===== src/rtl/lane_pkg.sv =====
// Shared types and sizing helpers for the candidate-point lane.
// Latency: n/a (package only).
// Backpressure: n/a (package only).
package lane_pkg;

    // Sequencer states of the shared dedup engine arbiter.
    typedef enum logic [1:0] {
        IDLE    = 2'd0,
        START   = 2'd1,
        WAIT    = 2'd2,
        RESPOND = 2'd3
    } arb_state_t;

    // Width of one x position: enough for 0..img_width plus a spare bit,
    // matching the engine's point format.
    function automatic int point_w(input int img_width);
        return $clog2(img_width) + 1;
    endfunction

endpackage


===== src/rtl/rr_arbiter.sv =====
// Round-robin grant: first asserted request at or above ptr, with wrap.
// Latency: combinational, zero cycles.
// Backpressure: none; the caller decides when a grant is honoured.
//
// Ports:
//   req       - request vector, one bit per requester
//   ptr       - index that has highest priority this cycle
//   grant     - one-hot grant (all zero when no request)
//   grant_idx - binary index of the granted requester (0 when none)
module rr_arbiter #(
    parameter  int NUM_REQ = 4,
    localparam int IDX_W   = $clog2(NUM_REQ)
) (
    input  logic [NUM_REQ-1:0] req,
    input  logic [IDX_W-1:0]   ptr,
    output logic [NUM_REQ-1:0] grant,
    output logic [IDX_W-1:0]   grant_idx
);

    logic           found;
    logic [IDX_W:0] sum;
    logic [IDX_W-1:0] idx;

    always_comb begin
        grant     = '0;
        grant_idx = '0;
        found     = 1'b0;
        sum       = '0;
        idx       = '0;
        for (int k = 0; k < NUM_REQ; k++) begin
            // ptr + k, reduced modulo NUM_REQ; the sum stays below 2*NUM_REQ
            // so one conditional subtract is enough for any NUM_REQ.
            sum = {1'b0, ptr} + (IDX_W+1)'(k);
            if (sum >= (IDX_W+1)'(NUM_REQ)) begin
                sum = sum - (IDX_W+1)'(NUM_REQ);
            end
            idx = sum[IDX_W-1:0];
            if (!found && req[idx]) begin
                found      = 1'b1;
                grant[idx] = 1'b1;
                grant_idx  = idx;
            end
        end
    end

endmodule


===== src/rtl/dedup_arbiter.sv =====
// Shares one remove_close_duplicates engine among NUM_REQ point producers.
// Latency: handshake N -> eng_start N+1 -> rsp_valid N+2+ENGINE_LATENCY.
// Backpressure: one job in flight; req_ready stays 0 until the response is taken.
//
// Ports:
//   clk, rst_n                   - clock, asynchronous active-low reset
//   req_valid/req_ready          - per-requester handshake, ready is a one-hot grant
//   req_points/req_importance    - candidate set of each requester
//   eng_start                    - one-cycle start pulse to the engine
//   eng_in_array/eng_importance  - held job inputs to the engine
//   eng_out_array                - engine result, valid ENGINE_LATENCY cycles after start
//   rsp_valid/rsp_ready          - response handshake
//   rsp_id/rsp_points            - requester index and filtered points
//   busy                         - a job is in progress
module dedup_arbiter
    import lane_pkg::*;
#(
    parameter  int NUM_REQ        = 4,
    parameter  int IMG_WIDTH      = 416,
    parameter  int MAX_POINTS     = 5,
    parameter  int ENGINE_LATENCY = 40,
    localparam int W              = point_w(IMG_WIDTH),
    localparam int IDX_W          = $clog2(NUM_REQ),
    localparam int TMR_W          = $clog2(ENGINE_LATENCY)
) (
    input  logic                                     clk,
    input  logic                                     rst_n,
    input  logic [NUM_REQ-1:0]                       req_valid,
    output logic [NUM_REQ-1:0]                       req_ready,
    input  logic [NUM_REQ-1:0][MAX_POINTS-1:0][W-1:0] req_points,
    input  logic [NUM_REQ-1:0][MAX_POINTS-1:0][W-1:0] req_importance,
    output logic                                     eng_start,
    output logic [MAX_POINTS-1:0][W-1:0]             eng_in_array,
    output logic [MAX_POINTS-1:0][W-1:0]             eng_importance,
    input  logic [MAX_POINTS-1:0][W-1:0]             eng_out_array,
    output logic                                     rsp_valid,
    input  logic                                     rsp_ready,
    output logic [IDX_W-1:0]                         rsp_id,
    output logic [MAX_POINTS-1:0][W-1:0]             rsp_points,
    output logic                                     busy
);

    arb_state_t         state;
    arb_state_t         state_nxt;
    logic [IDX_W-1:0]   rr_ptr;
    logic [IDX_W-1:0]   rr_ptr_nxt;
    logic [TMR_W-1:0]   timer;
    logic [IDX_W-1:0]   hold_id;
    logic [NUM_REQ-1:0] grant;
    logic [IDX_W-1:0]   grant_idx;
    logic               req_hs;

    rr_arbiter #(
        .NUM_REQ (NUM_REQ)
    ) u_rr_arbiter (
        .req       (req_valid),
        .ptr       (rr_ptr),
        .grant     (grant),
        .grant_idx (grant_idx)
    );

    // Grant is only offered while idle, so a waiting requester sees ready=0
    // for the whole job and simply holds its valid.
    assign req_ready = (state == IDLE) ? grant : '0;
    assign req_hs    = |(req_valid & req_ready);

    assign rr_ptr_nxt = (grant_idx == IDX_W'(NUM_REQ - 1)) ? '0
                                                           : grant_idx + IDX_W'(1);

    always_comb begin
        state_nxt = state;
        unique case (state)
            IDLE:    if (req_hs)        state_nxt = START;
            START:                      state_nxt = WAIT;
            WAIT:    if (timer == '0)   state_nxt = RESPOND;
            RESPOND: if (rsp_ready)     state_nxt = IDLE;
            default:                    state_nxt = IDLE;
        endcase
    end

    always_ff @(posedge clk or negedge rst_n) begin
        if (!rst_n) begin
            state          <= IDLE;
            rr_ptr         <= '0;
            timer          <= '0;
            hold_id        <= '0;
            eng_start      <= 1'b0;
            eng_in_array   <= '0;
            eng_importance <= '0;
            rsp_valid      <= 1'b0;
            rsp_id         <= '0;
            rsp_points     <= '0;
            busy           <= 1'b0;
        end else begin
            state <= state_nxt;

            // Status outputs are registered copies of the next state so they
            // line up exactly with the state they describe.
            eng_start <= (state_nxt == START);
            rsp_valid <= (state_nxt == RESPOND);
            busy      <= (state_nxt != IDLE);

            // Holding registers feed the engine directly; they only move on a
            // request handshake, so the engine sees a stable job throughout.
            if (req_hs) begin
                eng_in_array   <= req_points[grant_idx];
                eng_importance <= req_importance[grant_idx];
                hold_id        <= grant_idx;
                rr_ptr         <= rr_ptr_nxt;
            end

            // The engine has no done flag: count ENGINE_LATENCY cycles from
            // the start pulse and sample its output on the last one.
            if (state == START) begin
                timer <= TMR_W'(ENGINE_LATENCY - 1);
            end else if (state == WAIT && timer != '0) begin
                timer <= timer - TMR_W'(1);
            end

            if (state == WAIT && timer == '0) begin
                rsp_points <= eng_out_array;
                rsp_id     <= hold_id;
            end
        end
    end

endmodule


===== config.mk =====
export PLATFORM = sky130hd
export DESIGN_NAME = dedup_arbiter
export DESIGN_NICKNAME = d
export VERILOG_FILES = /design/src/rtl/lane_pkg.sv /design/src/rtl/rr_arbiter.sv /design/src/rtl/dedup_arbiter.sv
export SDC_FILE = /design/constraint.sdc
export NUM_CORES = 1
export LEC_CHECK = 0
export CORE_AREA = 3 3 242 244
export CTS_BUF_LIST = sky130_fd_sc_hd__clkbuf_8
export CTS_CLUSTER_DIAMETER = 60
export DETAILED_ROUTE_END_ITERATION = 7
export DIE_AREA = 0 0 245 247
export MAX_ROUTING_LAYER = met4
export PLACE_DENSITY = 0.41
export SKIP_CTS_REPAIR_TIMING = 1
export SLEW_MARGIN = 20
export SYNTH_ARGS = -nofsm -noshare
export SYNTH_HDL_FRONTEND = slang
export SYNTH_SLANG_ARGS = --single-unit
export TNS_END_PERCENT = 5

===== constraint.sdc =====
create_clock -name clk -period 3.9 [get_ports clk]
set_input_delay 0.39 -clock clk [delete_from_list [all_inputs] [get_ports clk]]
set_output_delay 0.39 -clock clk [all_outputs]
set_load 0.02 [all_outputs]

---- Yosys cells after proc, flatten, opt, wreduce, memory -nomap -nowiden ----
Index checks and enable logic that the tools add are counted.
operators by class
  add/subtract/negate cells ............... 9
  magnitude comparators ................... 13
  equal/unequal tests ..................... 6
  mux-type cells .......................... 43
  bitwise gates (word level) .............. 4
  reduce and logical (&&, ||, !) cells .... 18
operator list
  operator               count
  $bmux W50 S2           2
  $mux W50               2
  $mux W2                12
  $mux W4                5
  $lt A2 B3 Y1 const B   5
  $mux W6                2
  $or A4 B4 Y4           3
  $mux W1                11
  $ge A3 B3 Y1 const B   3
  $logic_and A1 B1 Y1    9
  $bmux W1 S2            4
  $demux W1 S2           4
  $eq A2 B2 Y1 const B   4
  $ge A2 B1 Y1 const B   4
  $pmux W2 S4            1
  $sub A2 B1 Y2 const B  4
  $add A2 B2 Y3 const B  2
  $logic_not A6 Y1       1
  $reduce_bool A6 Y1     1
  $sub A6 B1 Y6 const B  1
  $and A4 B4 Y4          1
  $eq A2 B1 Y1 const B   2
  $reduce_bool A2 Y1     2
  $reduce_or A4 Y1       1
  5 further kinds        7
storage, ports and cells
  bits in registers ....................... 167
  input bits .............................. 457
  output and inout bits ................... 159

---- Longest topological paths before layout ----
  depth after elaboration ................. 20
  gate-level depth with buffers ........... 12
  gate-level depth less buffers ........... 8

---- By module ----
A second synthesis with hierarchy kept.
second synthesis, totals
  cell total of the unflattened synthesis .. 571
  area total of the unflattened synthesis .. 9,455.3 µm²
modules (own cells, without submodules)
  module         instances  cells an instance  area an instance (µm²)  seq. area each (µm²)
  dedup_arbiter  1          523                9,051.2                 4,179.0
  rr_arbiter     1          48                 404.1                   0.0

---- Worst setup path before layout ----
Ideal clock, no wire load.
  kind .................................... reg-to-reg
  start ................................... register with a tool-made name
  end ..................................... register eng_in_array[0] (netlist name)
  data arrival time ....................... 3.259 ns
  setup slack ............................. 0.514 ns
  stages on the path, launching flop included .. 13
  buffers on the path ..................... 4
  clock period less this slack ............ 3.386 ns
  path through ............................ dfrtp_1 -> clkbuf_1 -> inv_1 -> ha_1 -> clkbuf_1 -> nor2_1 -> a2111o_1 -> o22ai_1 -> buf_2 -> buf_2 -> mux2i_1 -> mux2i_1 -> mux2_1
RTL lines
  item                  RTL line              source
  to (signal assigned)  dedup_arbiter.sv:106  eng_in_array <= req_points[grant_idx];
  to (decl)             dedup_arbiter.sv:33   output logic [MAX_POINTS-1:0][W-1:0] eng_in_array,

---- Worst setup path in the final report ----
  start ................................... register rr_ptr[1]
  end ..................................... output req_ready[3]
between the ends
  longest elaborated chain between the ends .. 15
RTL lines
  item                                                                    RTL line              source
  from (decl)                                                             dedup_arbiter.sv:45   logic [IDX_W-1:0] rr_ptr;
  from (signal assigned)                                                  dedup_arbiter.sv:109  rr_ptr <= rr_ptr_nxt;
  parallel branches: the longest is 13 deep, another holds $add A2 B1 Y3  -
  $mux W4 (*)                                                             rr_arbiter.sv:38      if (!found && req[idx]) begin
  $mux W4 (*)                                                             dedup_arbiter.sv:64   assign req_ready = (state == IDLE) ? grant : '0;
  to (decl)                                                               dedup_arbiter.sv:29   output logic [NUM_REQ-1:0] req_ready,
Mark *: on every way between the ends. The select of a mux whose other input is x is not followed.

==> impl_metrics.py <==
metrics = {
    "clock_network": {
        "clkSinkCount": 167,
        "h-tree-depth": 4,
        "clockBufferDepth": 2,
        "clk_latency_ns": 0.54,
        "cts_buffers": 17,
        "cts_tree": "done",
        "cts_root_buf": "clkbuf_8",
        "clk_pin_slew_worst_paths_ns": 0.11,
    },
    "detailed_routing": {
        "ant_nets": 0,
        "routed_wl_mm": 45.2,
        "dr.pass1.iters": 4,
        "first_iter_violations": 253,
        "route.detailed.wl_per_inst_um": 20.6,
        "via_count": 8879,
        "avgViaCountPerCell": 4.04,
        "drc_errors": 0,
    },
    "setup_path": {
        "crit_fanout": 10,
        "path_buf_inv": 3,
        "worstSetupEndpointType": "output port",
        "worstPathCellList": "inv_1 > ha_1 > mux4_2 > nor4b_4 > buf_4 > nand2_1 > a21oi_1 > clkdlybuf4s50_1",
        "critPathMaxStageDelay_ns": 0.63,
        "crit_required_ns": 3.51,
        "cp_slowest_cell": "clkdlybuf4s50_1",
        "path_delay_family": "buffers and inverters",
        "crit_path_start_kind": "register",
        "critPathKind": "register to output port",
        "worstPathArrival_ns": 3.12,
    },
    "floorplanning": {
        "io-pin-count": 616,
        "die_h_um": 247,
        "row_count": 87,
        "die_w_um": 245,
        "dieArea_um2": 60500,
        "core_um2": 56500,
        "start_util": 0.180,
    },
    "power": {
        "power.leakage_nw": 7.53,
        "power_frac_clock": 0.091,
        "p_seq_frac": 0.210,
        "p_int_w": 0.00840,
        "combinationalPowerShare": 0.699,
        "powerDensity_nw_per_um2": 822,
        "p_total_w": 0.0147,
        "switching_power_w": 0.00630,
        "switching_share": 0.429,
        "vdd.ir_drop.worst_uv": 463,
    },
    "sta": {
        "hold_viol_final": 0,
        "rsz0062_at_grt": "false",
        "period_needed_ns": 3.51,
        "setup-tns-final_ns": 0,
        "max_slew_margin": 0.402,
        "tightest_slew_ns": 0.875,
        "maxSlewViolCount": 0,
        "skew_ns": 0.0198,
        "finalSetupViolCount": 0,
        "post-route-period-util": 0.900,
        "fmax_mhz": 285,
    },
    "placed_design": {
        "dp.final_hpwl_mm": 36.4,
        "port_buffers": 615,
        "gp_congestion": 0.812,
        "postPlaceCellArea_um2": 17500,
    },
    "final_layout": {
        "fin_nets": 1890,
        "final_common_cell": "clkdlybuf4s50_1",
        "layout_common_cells": "clkdlybuf4s50_1 (614), mux2i_1 (304), dfrtp_1 (167)",
        "area_growth_pct": 75.7,
        "final_cell_area_um2": 17900,
        "layout-drive-gt1-share": 0.163,
    },
    "synth": {
        "syn_area_um2": 10200,
        "ys_ff_latch": 167,
        "syn_inst": 806,
        "synth_nets": 1271,
        "async_flop_share": 1.00,
        "yosysUniqueCellTypes": 44,
        "synth-edff-count": 0,
        "synth_ff_type": "dfrtp_1",
        "yosys_warnings": 0,
        "yosysSeqAreaShare": 0.410,
        "syn_avg_cell_area_um2": 12.6,
    },
    "global_routing": {
        "track_usage": 0.150,
        "grt_pass1_vias": 9617,
        "overflow": 0,
        "grt_pass1_wl_mm": 64.7,
        "grt_start_max_net_pins": 97,
        "antenna_found_initial": 3,
    },
    "worst_hold_path": {
        "holdCritPathClass": "input port to async pin",
    },
    "run_status": {
        "status": "finished clean",
    },
    "run": {
        "drv_cap": 0,
    },
}
==> layer usage <==
metal | vias to the layer above | wire length [um] | GRT usage | part of all wire
li1 | 4217 | - | - | -
met1 | 4215 | 17300 | 0.161 | 0.38
met2 | 411 | 22400 | 0.248 | 0.50
met3 | 36 | 4830 | 0.0668 | 0.11
met4 | 0 | 699 | 0.0476 | 0.015
met5 | - | 0 | - | 0
==> final cells by class <==
type | instances | area (um^2)
clock buffers | 17 | 234
repair buffers | 663 | 6690
fillers | 5708 | 38600
multi-input cells | 565 | 5630
flip-flops and latches | 167 | 4180
diodes | 3 | 7.51
inverters | 11 | 41.3
clock inverters | 15 | 166
well taps | 756 | 946
==> stage by stage <==
step           hold slack [ns]  utilization  std cells  worst slack, ns
2_1_floorplan           0.0944            -        806            0.514
3_3_place_gp             0.261        0.309       2159            0.188
3_5_place_dp             0.260        0.309       2159            0.184
4_1_cts                 -0.393        0.316       2191            0.120
5_1_grt                  0.220        0.317       2197            0.185
6_report                 0.275        0.317       2197            0.389
==> power by group through the flow <==
stage | clock network (W) | logic (W) | registers (W)
floorplan | 0 | 0.00525 | 0.00408
global placement | 0 | 0.0105 | 0.00312
detailed placement | 0 | 0.0105 | 0.00313
CTS | 0.00143 | 0.0105 | 0.00311
global route | 0.00150 | 0.0110 | 0.00324
finish | 0.00133 | 0.0103 | 0.00309
==> synth_stat cells (3+ instances only) <==
cell type,n,share of area
mux2i_1,304,0.30
dfrtp_1,167,0.41
mux2_2,143,0.16
buf_2,32,0.016
clkbuf_1,16,0.0059
buf_6,13,0.014
mux2_1,13,0.014
inv_1,11,0.0041
o21ai_0,10,0.0049
a21oi_1,9,0.0044
nand2_1,9,0.0033
ha_1,8,0.0098
nor2_1,8,0.0029
a22oi_1,7,0.0052
nor2b_1,5,0.0031
mux4_2,4,0.0088
nand3_1,4,0.0020
a31oi_1,3,0.0018
and2_1,3,0.0018
nand2b_1,3,0.0018
nor3_1,3,0.0015
==> worst paths after layout <==
kind                                                   start                      endpoint  slack, ns  cells past startpoint
worst max-delay path                   rr_ptr[1]$_DFFE_PN0P_                  req_ready[3]       0.39                      8
worst max register to register         rr_ptr[1]$_DFFE_PN0P_  eng_in_array[35]$_DFFE_PN0P_       0.70                     11
min in group clk                            eng_out_array[0]     rsp_points[0]$_DFFE_PN0P_       0.45                      2
worst min register to register  eng_in_array[37]$_DFFE_PN0P_  eng_in_array[37]$_DFFE_PN0P_       0.50                      1
max in group asynchronous                              rst_n   eng_in_array[6]$_DFFE_PN0P_       2.64                      3
worst min-delay path                                   rst_n  eng_in_array[29]$_DFFE_PN0P_       0.27                      2
==> sequential cells by signal, indices dropped and copies added (netlist names), 2 cells and up, named ones only <==
| signal | count |
|---|---|
| eng_importance | 50 |
| eng_in_array | 50 |
| hold_id | 2 |
| rsp_id | 2 |
| rsp_points | 50 |
| state | 2 |
| timer | 6 |
==> cells by family (layout without fill, tap and decap cells) <==
kind of cell,after synthesis,in the layout,synth area share
other,0,3,0
AO/OA/AOI/OAI,46,46,0.0318
AND/OR/NAND/NOR,44,44,0.0241
multiplexers,464,464,0.480
XOR/XNOR,3,3,0.00258
buffers and inverters,74,706,0.0412
adder cells (fa/ha/maj),8,8,0.00983
flip-flops,167,167,0.410
(Power assumes the default switching activity.)
